==> src/rtl/riscv_soft_fetch_unit.sv <==
// Instruction fetch stage: holds the PC, issues one word-indexed request per cycle
// to the instruction cache, and buffers responses in a 2-entry FIFO for decode.
module riscv_soft_fetch_unit #(
    parameter int                 XPR_LEN  = 32,
    parameter logic [XPR_LEN-1:0] RESET_PC = '0
) (
    input  logic               clk,
    input  logic               reset,
    input  logic               i_fetch_req_ready,
    output logic               i_fetch_req_valid,
    output logic [XPR_LEN-1:0] i_fetch_req_addr,
    input  logic               i_fetch_resp_valid,
    input  logic [XPR_LEN-1:0] i_fetch_resp_data,
    input  logic               redirect_valid,
    input  logic [XPR_LEN-1:0] redirect_pc,
    output logic               inst_valid,
    input  logic               inst_ready,
    output logic [XPR_LEN-1:0] inst_data,
    output logic [XPR_LEN-1:0] inst_pc
);

    localparam int DEPTH = 2;

    logic [XPR_LEN-1:0] pc_reg;
    logic [XPR_LEN-1:0] inflight_pc_reg;
    logic               inflight_reg;
    logic               kill_reg;
    logic               rd_ptr_reg;
    logic               wr_ptr_reg;
    logic [1:0]         count_reg;
    logic [XPR_LEN-1:0] buf_pc_reg   [DEPTH];
    logic [XPR_LEN-1:0] buf_inst_reg [DEPTH];

    logic               pop;
    logic               push;
    logic               accept;
    logic [2:0]         credits_used;
    logic [XPR_LEN-1:0] redirect_pc_aligned;

    assign redirect_pc_aligned = redirect_pc & ~XPR_LEN'(3);

    // A redirect hides the (about to be flushed) head so decode never consumes it.
    assign inst_valid = !reset && !redirect_valid && (count_reg != 2'd0);
    assign pop        = inst_valid && inst_ready;

    // Buffered entries plus the in-flight request must leave a slot for every
    // response, so the FIFO can never be pushed while full.
    assign credits_used      = {1'b0, count_reg} + {2'b00, inflight_reg} - {2'b00, pop};
    assign i_fetch_req_valid = !reset && !redirect_valid && (credits_used < 3'd2);
    assign i_fetch_req_addr  = pc_reg >> 2;
    assign accept            = i_fetch_req_valid && i_fetch_req_ready;

    assign push = !reset && !redirect_valid && i_fetch_resp_valid
                  && inflight_reg && !kill_reg;

    assign inst_data = reset ? '0 : buf_inst_reg[rd_ptr_reg];
    assign inst_pc   = reset ? '0 : buf_pc_reg[rd_ptr_reg];

    always_ff @(posedge clk) begin
        if (push) begin
            buf_pc_reg[wr_ptr_reg]   <= inflight_pc_reg;
            buf_inst_reg[wr_ptr_reg] <= i_fetch_resp_data;
        end
    end

    always_ff @(posedge clk) begin
        if (reset) begin
            pc_reg          <= RESET_PC;
            inflight_pc_reg <= '0;
            inflight_reg    <= 1'b0;
            kill_reg        <= 1'b0;
            rd_ptr_reg      <= 1'b0;
            wr_ptr_reg      <= 1'b0;
            count_reg       <= 2'd0;
        end else if (redirect_valid) begin
            pc_reg       <= redirect_pc_aligned;
            inflight_reg <= 1'b0;
            kill_reg     <= inflight_reg;
            rd_ptr_reg   <= 1'b0;
            wr_ptr_reg   <= 1'b0;
            count_reg    <= 2'd0;
        end else begin
            if (accept) begin
                inflight_reg    <= 1'b1;
                inflight_pc_reg <= pc_reg;
                kill_reg        <= 1'b0;
                pc_reg          <= pc_reg + XPR_LEN'(4);
            end else begin
                inflight_reg <= 1'b0;
            end

            if (push) begin
                wr_ptr_reg <= ~wr_ptr_reg;
            end
            if (pop) begin
                rd_ptr_reg <= ~rd_ptr_reg;
            end

            case ({push, pop})
                2'b10:   count_reg <= count_reg + 2'd1;
                2'b01:   count_reg <= count_reg - 2'd1;
                default: count_reg <= count_reg;
            endcase
        end
    end

endmodule

==> config.mk <==
export PLATFORM = sky130hd
export DESIGN_NAME = riscv_soft_fetch_unit
export DESIGN_NICKNAME = d
export VERILOG_FILES = /design/src/rtl/riscv_soft_fetch_unit.sv
export SDC_FILE = /design/constraint.sdc
export NUM_CORES = 1
export LEC_CHECK = 0
export CAP_MARGIN = 20
export CORE_MARGIN = 2
export CORE_UTILIZATION = 46
export CTS_CLUSTER_SIZE = 14
export DETAILED_ROUTE_END_ITERATION = 16
export PLACE_DENSITY = 0.72
export SLEW_MARGIN = 20
export SYNTH_ARGS = -nofsm -noshare
export SYNTH_HDL_FRONTEND = slang
export SYNTH_SLANG_ARGS = --single-unit
==> constraint.sdc <==
create_clock -name clk -period 3.9 [get_ports clk]
set_input_delay 0.39 -clock clk [delete_from_list [all_inputs] [get_ports clk]]
set_output_delay 0.39 -clock clk [all_outputs]
set_load 0.05 [all_outputs]
Word level (Yosys, flattened, before mapping)
Memories as Yosys holds them, arrays and structs flattened. A register that Yosys moved wholly into a read port is not among the register bits.
Cells that the tools add are included.
{"block": "word_totals", "reg_bits": 70, "ramBits": 128, "in_bits": 70, "word_cells": 51, "memories": 2}
{"name": "buf_inst_reg", "depth": 2, "word_bits": 32, "rd": 1, "rd_clocked_by_memory_dff": 1, "write_ports": 1, "line": "32", "rtl": "logic [XPR_LEN-1:0] buf_inst_reg [DEPTH];"}
{"name": "buf_pc_reg", "depth": 2, "word_bits": 32, "rd": 1, "rd_clocked_by_memory_dff": 1, "write_ports": 1, "line": "31", "rtl": "logic [XPR_LEN-1:0] buf_pc_reg [DEPTH];"}
{"block": "classes", "add_sub_neg": 5, "n_lt_le_gt_ge": 1, "n_eq_ne": 2, "n_mux": 14, "n_bitwise": 3, "n_reduce_logical": 16}
{"op": "2-to-1 mux 32 bit", "count": 4}
{"op": "adder 32 x 3 -> 32 bit, second input constant", "count": 1}
{"op": "2-to-1 mux 1 bit", "count": 9}
{"op": "logical AND 1 bit", "count": 8}
{"op": "nonzero test 2 bit", "count": 3}
{"op": "one-hot mux 2 bit (2 select lines)", "count": 1}
{"op": "adder 2 x 1 -> 3 bit", "count": 1}
{"op": "zero test 1 bit", "count": 3}
{"op": "< comparator 3 x 2 -> 1 bit, second input constant", "count": 1}
{"op": "inverter 1 bit", "count": 3}
{"op": "subtractor 3 x 1 -> 3 bit", "count": 1}
{"op": "adder 2 x 1 -> 2 bit, second input constant", "count": 1}
{"op": "== test 2 x 1 -> 1 bit, second input constant", "count": 1}
{"op": "== test 2 bit, second input constant", "count": 1}
{"op": "AND reduction 2 bit", "count": 1}
{"op": "OR reduction 2 bit", "count": 1}
{"op": "subtractor 2 x 1 -> 2 bit, second input constant", "count": 1}

Depth between registers and ports, before layout
{"block": "depth", "depth_word": 10, "mapped_depth": 14, "ltp_nobuf": 12}

Least setup slack after synthesis
OpenSTA, ideal clock, no wires.
{"block": "synth_timing", "path_type": "input to register", "from": "in redirect_valid", "to": "mem buf_inst_reg[0][0], enable pin", "t_arrival_ns": 3.367, "t_required_ns": 3.418, "setup_slack_ns": 0.050, "path_stages": 3, "cell_sequence": "nor2_1 > nand4b_1 > nor2_1"}
{"block": "synth_via", "elab_chain_cells": 7}
{"element": "start: declaration", "line": "14", "rtl": "input logic redirect_valid,"}
{"element": "zero test 1 bit", "line": "53", "rtl": "assign push = !reset && !redirect_valid && i_fetch_resp_valid"}
{"element": "logical AND 1 bit (2 in a row)", "line": "53"}
{"element": "logical AND 1 bit (2 in a row)", "line": "54", "rtl": "&& inflight_reg && !kill_reg;"}
{"element": "2-to-1 mux 1 bit", "line": "60", "rtl": "if (push) begin"}
{"element": "2-to-1 mux 1 bit (implied by the code)", "line": "62", "rtl": "buf_inst_reg[wr_ptr_reg] <= i_fetch_resp_data;"}
{"element": "end: declaration", "line": "32"}
Every way passes these cells.

Worst setup path after layout
{"block": "layout_timing", "from": "in redirect_valid", "to": "reg pc_reg[17]"}
{"block": "layout_via", "elab_chain_cells": 9, "word_cells_on_any_way": 10, "cone_classes": "add/sub (1); order compare (1); mux (1); reduce/logical (7)"}
{"element": "zero test 1 bit", "line": "43", "rtl": "assign inst_valid = !reset && !redirect_valid && (count_reg != 2'd0);"}
{"element": "logical AND 1 bit (2 in a row)", "line": "43"}
{"element": "logical AND 1 bit", "line": "44", "rtl": "assign pop = inst_valid && inst_ready;"}
{"element": "named net pop", "line": "34", "rtl": "logic pop;"}
{"element": "subtractor 3 x 1 -> 3 bit", "line": "48", "rtl": "assign credits_used = {1'b0, count_reg} + {2'b00, inflight_reg} - {2'b00, pop};"}
{"element": "< comparator 3 x 2 -> 1 bit", "line": "49", "rtl": "assign i_fetch_req_valid = !reset && !redirect_valid && (credits_used < 3'd2);"}
{"element": "logical AND 1 bit", "line": "49"}
{"element": "logical AND 1 bit", "line": "51", "rtl": "assign accept = i_fetch_req_valid && i_fetch_req_ready;"}
{"element": "nonzero test 2 bit (no source line)"}
{"element": "end signal: assignment", "line": "76", "rtl": "pc_reg <= redirect_pc_aligned;"}
{"element": "end signal: assignment", "line": "87", "rtl": "pc_reg <= pc_reg + XPR_LEN'(4);"}
{"element": "end: declaration", "line": "24", "rtl": "logic [XPR_LEN-1:0] pc_reg;"}
The timed path passes the listed nets, and every way through them passes these cells.
A chain may end at the register's enable or synchronous reset.

==> results.md <==
- Post-route fraction of the period consumed by the critical path: 88.57%
- Family with the most delay on the worst path: simple AND/OR/NAND/NOR gates
- Total gr overflow: 0
- CORE AREA: 16700 um^2
- Number of vias in the routed layout: between 5000 and 6000
- Via density per instance: 5.284
- CP max-delay cell: fa_1
- Worst-case hold path end point: buf_pc_reg[0][15]
- Synthesized cell area: roughly 7900 um^2
- Worst hold path cell count: 0
- Number of antenna repair diodes: 0
- Reg power frac: 51.9%
- Die area: 18280 um^2
- Global-route usage over all layers: 19.19%
- Number of hold violations in the final report: 0
- Clock root buffer master: clkbuf_16
- Unrepaired setup endpoints after global routing: false
- Most frequent standard cell in the layout excluding fill and tap cells: clkdlybuf4s50_1
- Signed area change from the synthesized netlist to the final layout: 30.03%
- Headroom to the max-slew limit: 42.83%
- CTS hold repair buffers: 0
- Min-delay src: inflight_pc_reg[15]
- Maximum number of pins on one net before global-route repair: approximately 70
- Internal power consumption: 3.178 mW
- Post-CTS Resized: 0
- Top library cells by usage in the layout, fill and taps aside: clkdlybuf4s50_1 (159), edfxtp_1 (124), nand2_1 (90), nor2_1 (76), dfxtp_1 (66)
- IO Count: 168
- Switch share: 25.61%
- Post-synth top flop: edfxtp_1
- Layout Nets: approximately 890
- Sw Pwr: roughly 1.1 mW
- Number of core rows: 47
- Final number of max-transition violations: 0
- Type of element capturing the critical path: flop
- Total negative setup slack: 0 ns
- Final-layout fill cell count: 1351
- Die span in y: 135.2 um
- Tightest Pin Transition: 0.8576 ns
- Flip-flop and latch count after synthesis: between 150 and 200
- Highest ir drop seen on vdd: 0.3087 mV
- Vias in the first global route: 5381
- Most prevalent standard cell on the critical path: nor2_1
- Iter 0 DRT Violations: 462
- Highest cell delay on the worst timing path: roughly 0.5 ns
- Highest net fanout along the worst path: 21
- GPL Wtd Cong: 0.8691
- Remaining antenna violation count after routing: 0
- Flip-flop count of the largest register, all copies and words added: 64
- Leakage power summed over all cells: 3.411 nW
- Highest metal used: met4
- Post-synth EDFFs: 124
- Number of antenna violations at the first check in global routing: 0
- Area of all placed cells without fillers: 10300 um^2
- Flop-to-flop setup slack: about 0.54 ns
- Critical-path cell list: clkdlybuf4s50_1 > nor2_1 > o21a_1 > and2_1 > ha_1 > nand2b_1 > fa_1 > nand4bb_4 > nand2b_2 > buf_4 > inv_1 > nor2_1 > o21ai_0 > a21oi_1
- Mean routed wirelength per cell: 16.63 um
- Worst Setup Start Kind: input port
- Met3 wire length: 1.448 mm
- Number of port buffers: 161
- First-pass GRT wire length: approximately 27 mm
- Utilization after layout: 61.66%
- First-pass iteration count of the detailed router: 5
- Proportion of layout cells with a drive suffix above 1: roughly 7.7%
- DRC violations left: 0
- Max-Cap Viols: 0
- Worst-case reg-to-reg path depth: 12
- Arr. time, crit path: 3.81 ns
- Number of warnings reported in the yosys synthesis log: 0
- Clock Sink Count: 191
- Mapped Avg Cell Area: 11.79 um^2
- TritonCTS Buffers: 17
- Clock tree buffer depth: 2
- Areal power density over the cells: 414.8 nW/um^2
- Category of the critical setup timing path: in2reg
- Metal-1 WL: 7.719 mm
- Maximum clock skew at final layout: 0.01181 ns
- Data required time of the worst path: 4.25 ns
- Worst Hold Class: reg2reg
- Terminus of the critical flop-to-flop path: pc_reg[17]
- R2R Path Start: count_reg[1]
- Total setup buffers inserted after CTS: 0
- Clock-pin transition on the worst setup and hold timing paths: 0.07 ns
- Share of synthesized flip-flops with an asynchronous set or reset: 0%
- Latest clock arrival within the worst-skew pair: around 0.44 ns
- Area after detailed placement: 9732 um^2
- HPWL after detailed placement: 11.41 mm
- Sequential cell area fraction in the yosys report: between 60% and 70%
- Run status: finished clean
- Initial core utilization: 47.42%
- Gate count after technology mapping: 672
- CTS H-tree depth: 4
- Number of setup violations in the final report: 0
- Combinational share of power: 9.4%
- Smallest hold slack: 0.4528 ns
- Sum of buffers and inverters on the critical path: 3
- Total detailed-routing wirelength: around 18 mm
- Clock tree from TritonCTS: built
- Upper clock frequency limit: 289.5 MHz
- Cell variety after synth: 60
- Horiz. Die Dim: 135.2 um
- Share of total power in the clock network: 38.8%
- Detailed-routed wire length on met2: around 8 mm
- Shortest clock period the worst path allows after layout: about 3.5 ns
[layer usage]
layer | vias to the layer above | track usage (%)
met5 | - | 0
met4 | 0 | 6.771
met3 | 29 | 5.612
met2 | 214 | 30.34
met1 | 2609 | 25.42
li1 | 2712 | -
[per-stage QoR]
step	cells	power [mW]	setup WS, ns
after CTS	1053	4.306	0.4643
after floorplan	675	2.481	0.05021
after global routing	1053	4.416	0.2101
after detailed placement	1021	2.658	0.01928
final	1053	4.272	0.4456
after global placement	1021	2.652	0.1701
[synthesized netlist by cell type, drive strengths merged (2+ instances only)]
master  number  area (um^2)
and2         5        31.28
buf         14        80.08
and4         2        18.77
edfxtp     124         3724
a311o        2        20.02
nor4        12        93.84
nor3        15        86.34
o31a         2        17.52
nand2b       2        12.51
xor2         5        43.79
mux2i       64        640.6
xnor2       14        122.6
nand2       90        337.8
clkbuf      33        137.6
o22ai        4        25.02
a31oi        5        31.28
or3          3        20.02
mux2         2        22.52
inv          9        33.78
nand3        8        40.04
a21oi       51        255.2
a211oi       6        45.04
and3         9        57.56
o211ai       3        22.52
ha           3        37.54
dfxtp       67         1341
nor2        78        292.8
o21ai        9        45.04
or4          2        15.01
nand4       11        90.08
[area by class of cell]
cell class / count / area (um^2) / share of cell area [%]
multi-input combinational: 428 / 2633 / 25.56
inverter: 9 / 33.78 / 0.3280
tap: 220 / 275.3 / 2.673
clock inverter: 15 / 141.4 / 1.373
clock buffer: 17 / 425.4 / 4.131
timing repair buffer: 173 / 1722 / 16.72
sequential: 191 / 5069 / 49.22
[kinds of logic after synthesis]
logic type                 after synthesis  synth area share [%]
other                                    1               0.04735
AOI/OAI and AO/OA                       93                 7.014
buffers and inverters                   56                 3.175
muxes                                   66                 8.373
xor gates and xnor gates                19                 2.101
adders and majority gates                4                0.7268
DFF                                    191                 63.95
and+or+nand+nor                        242                 14.61
[worst reg2reg max path, cell delays in order (launching register included)]
cell and delay [ns]:
dfxtp_1 0.48, o21a_1 0.20, and2_1 0.20, ha_1 0.25, nand2b_1 0.16, fa_1 0.49, nand4bb_4 0.14, nand2b_2 0.16
buf_4 0.26, inv_1 0.17, nor2_1 0.40, o21ai_0 0.18, a21oi_1 0.19
[worst max path at each step]
stage              startpoint                  to  slack (ns)  cells past startpoint
4_1_cts        redirect_valid          pc_reg[17]        0.46                     14
3_5_place_dp   redirect_valid          pc_reg[17]        0.02                     14
5_1_grt        redirect_valid          pc_reg[17]        0.21                     14
2_1_floorplan  redirect_valid  buf_inst_reg[0][0]        0.05                      3
3_3_place_gp   redirect_valid          pc_reg[12]        0.17                     13
6_report       redirect_valid          pc_reg[17]        0.45                     14
[power groups by stage]
| stage | registers (mW) | logic, mW | clock network, mW |
|---|---|---|---|
| after floorplan | 2.31 | 0.168 | 0 |
| after global placement | 2.26 | 0.396 | 0 |
| after detailed placement | 2.26 | 0.400 | 0 |
| after CTS | 2.21 | 0.401 | 1.69 |
| after global routing | 2.22 | 0.423 | 1.77 |
| final | 2.22 | 0.400 | 1.66 |
(Power assumes the default switching activity.)
==> patch (same settings) <==
Reset style: asynchronous (`reset`), changed in one clocked block.
--- a/src/rtl/riscv_soft_fetch_unit.sv
+++ b/src/rtl/riscv_soft_fetch_unit.sv
@@ -65,3 +65,3 @@
 
-    always_ff @(posedge clk) begin
+    always_ff @(posedge clk or posedge reset) begin
         if (reset) begin
Check against the original RTL: differs if reset is asserted again (counterexample within 4 cycles, from zero or initial values and one cycle with reset high); with reset held inactive, the same outputs for 4 cycles.
==> patch against the original RTL <==
  * Non-clock buffer count fell by 2
  * Synthesized area rose by 1.5%
  * Wire length fell by 0.75%
  * Combinational power rose by 47%
  * Worst setup slack got worse by 0.11 ns
  * Sequential power rose by 8%
  * Power rose by 5.6%
  * Design area rose by 1.0%
  * Sequential cell count fell by 1
  * Final cell count fell by 1.4%
  * Highest routed layer unchanged
==> patch: results (changes against the original RTL) <==
Yosys
  • Post-synthesis mux area share: 0.08589 (+0.002159)
  • Compound-Gate Fraction of Synth Area: 0.04170 (-0.02844)
  • Synth warn: 0 (unchanged)
  • Async set-reset flop share out of synthesis: 0.3474 (+0.3474)
  • Ys flop type: edfxtp_1
  • Post-Synth Adder-Cell Area: 0.005601 (-0.001666)
  • Synth Area in XOR/XNOR: 0.01416 (-0.006852)
  • Fraction of the yosys area taken by sequential cells: 0.6684 (+0.02894)
  • Post-synth EDFFs: 124 (unchanged)
  • Post-synthesis cell type count: 47 (-22%)
  • Top post-synthesis cells by area: edfxtp_1 (46%), dfrtp_1 (21%), mux2i_1 (8.6%), nand2_1 (5.6%), nor2_1 (3.5%)
  • Post-synth top cells: edfxtp_1 (124), nand2_1 (119), nor2_1 (74), mux2i_1 (69), dfrtp_1 (66)

Worst setup path
  • Worst reg2reg setup slack: 0.34 ns (-0.20 ns)
  • R2r startpoint: count_reg[1]
  • Worst endpoint data arrival time: 3.84 ns (+0.03 ns)
  • Worst Setup Start Kind: register
  • Worst Path Max Fanout: 8 (-62%)

GRT
  • Vias in the first global route: 5462 (+1.5%)
  • Global Route Usage Sum: 0.1947 (+0.002742)
  • Largest net degree at the start of global routing: 70 (-2.8%)
  • First-pass GRT wire length: 27740 um (+1.2%)
  • Initial antenna violation count: 0 (unchanged)

Place
  • Global placement routability congestion: 0.8345 (-4.0%)
  • HPWL after detailed placement: 11300 um (-0.94%)
  • Buffers on Ports: 161 (unchanged)
  • Placement Cell Area: 0.009878 mm^2 (+1.5%)

Status
  • Status: finished clean

Worst hold path
  • Worst hold start: inflight_pc_reg[16]
  • Worst Hold Class: reg -> reg

Layout
  • Ant. Diodes: 0 (unchanged)
  • Share of layout cells above drive strength 1: 0.06150 (-0.01533)
  • Final nets: 873 (-2.3%)
  • Max reg flops: 64 (unchanged)

Clocking
  • Post-CTS Repair Setup Buffers: 0 (unchanged)
  • Root Buffer: clkbuf_16
  • Worst skew pair latency: 0.42 ns (-0.02 ns)
  • CTS clk-pin slew, worst paths: 0.07 ns (about the same)
  • Max Buffers Root-to-Sink: 2 (unchanged)
  • CTS Buf Count: 17 (unchanged)
  • H-tree levels: 4 (unchanged)

Detailed routing
  • WL final: 17380 um (-0.75%)
  • Routed via count: 5572 (+0.14%)
  • 1st-iter DRT viols: 406 (-12%)
  • DRT Pass-1 Iters: 5 (unchanged)

STA
  • Skew final: 0.007412 ns (-0.004395 ns)
  • Hold_ws: 0.4674 ns (+0.01459 ns)
  • Slew @ Worst Pin: 0.8504 ns (-0.007235 ns)

Power
  • Pleak: 3.750 nW (+9.9%)
  • Peak VDD IR: 0.3195 mV (+3.5%)
## patch: cell types whose count changed in the layout (fill, tap and decap cells not counted), moves of 13 or more
cell	delta
dfxtp_1	-66
dfrtp_1	+65
a21oi_1	-46
nand3_1	+13
nand2_1	+28
## patch: worst max-delay path, stage by stage (launching register included)
cell and delay (ns):
dfrtp_1 0.49, o211ai_1 0.35, inv_1 0.09, ha_1 0.27, nand2b_1 0.15, fa_1 0.54
nor4bb_1 0.40, nand3_1 0.25, or4_4 0.61, o21ai_0 0.14, o311ai_0 0.13
## patch: metrics by stage
| step | instances | worst slack [ns] | total power, mW | utilization |
|---|---|---|---|---|
| 5_1_grt | 1038 | 0.08333 | 4.689 | 0.6058 |
| 3_3_place_gp | 1006 | 0.1170 | 3.004 | 0.5751 |
| 3_5_place_dp | 1006 | 0.004565 | 3.025 | 0.5751 |
| 2_1_floorplan | 653 | -0.8954 | 2.763 | - |
| 6_report | 1038 | 0.3378 | 4.510 | 0.6058 |
| 4_1_cts | 1038 | 0.2279 | 4.554 | 0.6054 |
## patch: cells by family (layout without fill, tap and decap cells)
logic type	Yosys count	in the layout
and+or+nand+nor	275	275
AOI/OAI and AO/OA	50	50
muxes	69	69
adders and majority gates	3	3
buffers and inverters	49	209
xor gates and xnor gates	13	13
other	1	4
DFF	190	190
## patch: layout make-up
| class | instances | area (um^2) |
|---|---|---|
| inverters | 6 | 22.52 |
| flip-flops and latches | 190 | 5379 |
| clock buffers | 23 | 457.9 |
| multi-input cells | 414 | 2499 |
| repair buffers | 171 | 1703 |
| well taps | 225 | 281.5 |
| clock inverters | 9 | 62.56 |
| fillers | 1382 | 6771 |
## patch: routing by layer
metal  track usage  vias to the layer above  wire (um)
li1              -                     2632          -
met1        0.2636                     2684       7646
met2        0.3060                      234       8179
met3       0.04325                       22       1246
met4       0.07986                        0        309
met5             0                        -          0
## patch: worst paths after layout
kind | endpoint | cells past startpoint
worst max-delay path | pc_reg[25] | 10
worst min-delay path | buf_pc_reg[1][16] | 0
worst max register to register | pc_reg[25] | 10
worst min register to register | buf_pc_reg[1][16] | 0
max in group asynchronous | rd_ptr_reg | 4
min in group asynchronous | count_reg[1] | 4
## patch: repair_timing
| item | in CTS | in global routing |
|---|---|---|
| resized for setup | 0 | 1 |
| endpoints found under the setup margin | 0 | 1 |
| hold endpoints to repair | 0 | 0 |
## patch: power breakdown
| part | total [mW] | internal [mW] | leakage [nW] | switching, mW |
|---|---|---|---|---|
| clock | 1.53 | 0.834 | 0.250 | 0.692 |
| sequential | 2.40 | 2.28 | 1.95 | 0.117 |
| combinational | 0.588 | 0.220 | 1.55 | 0.368 |
| total | 4.51 | 3.33 | 3.75 | 1.18 |
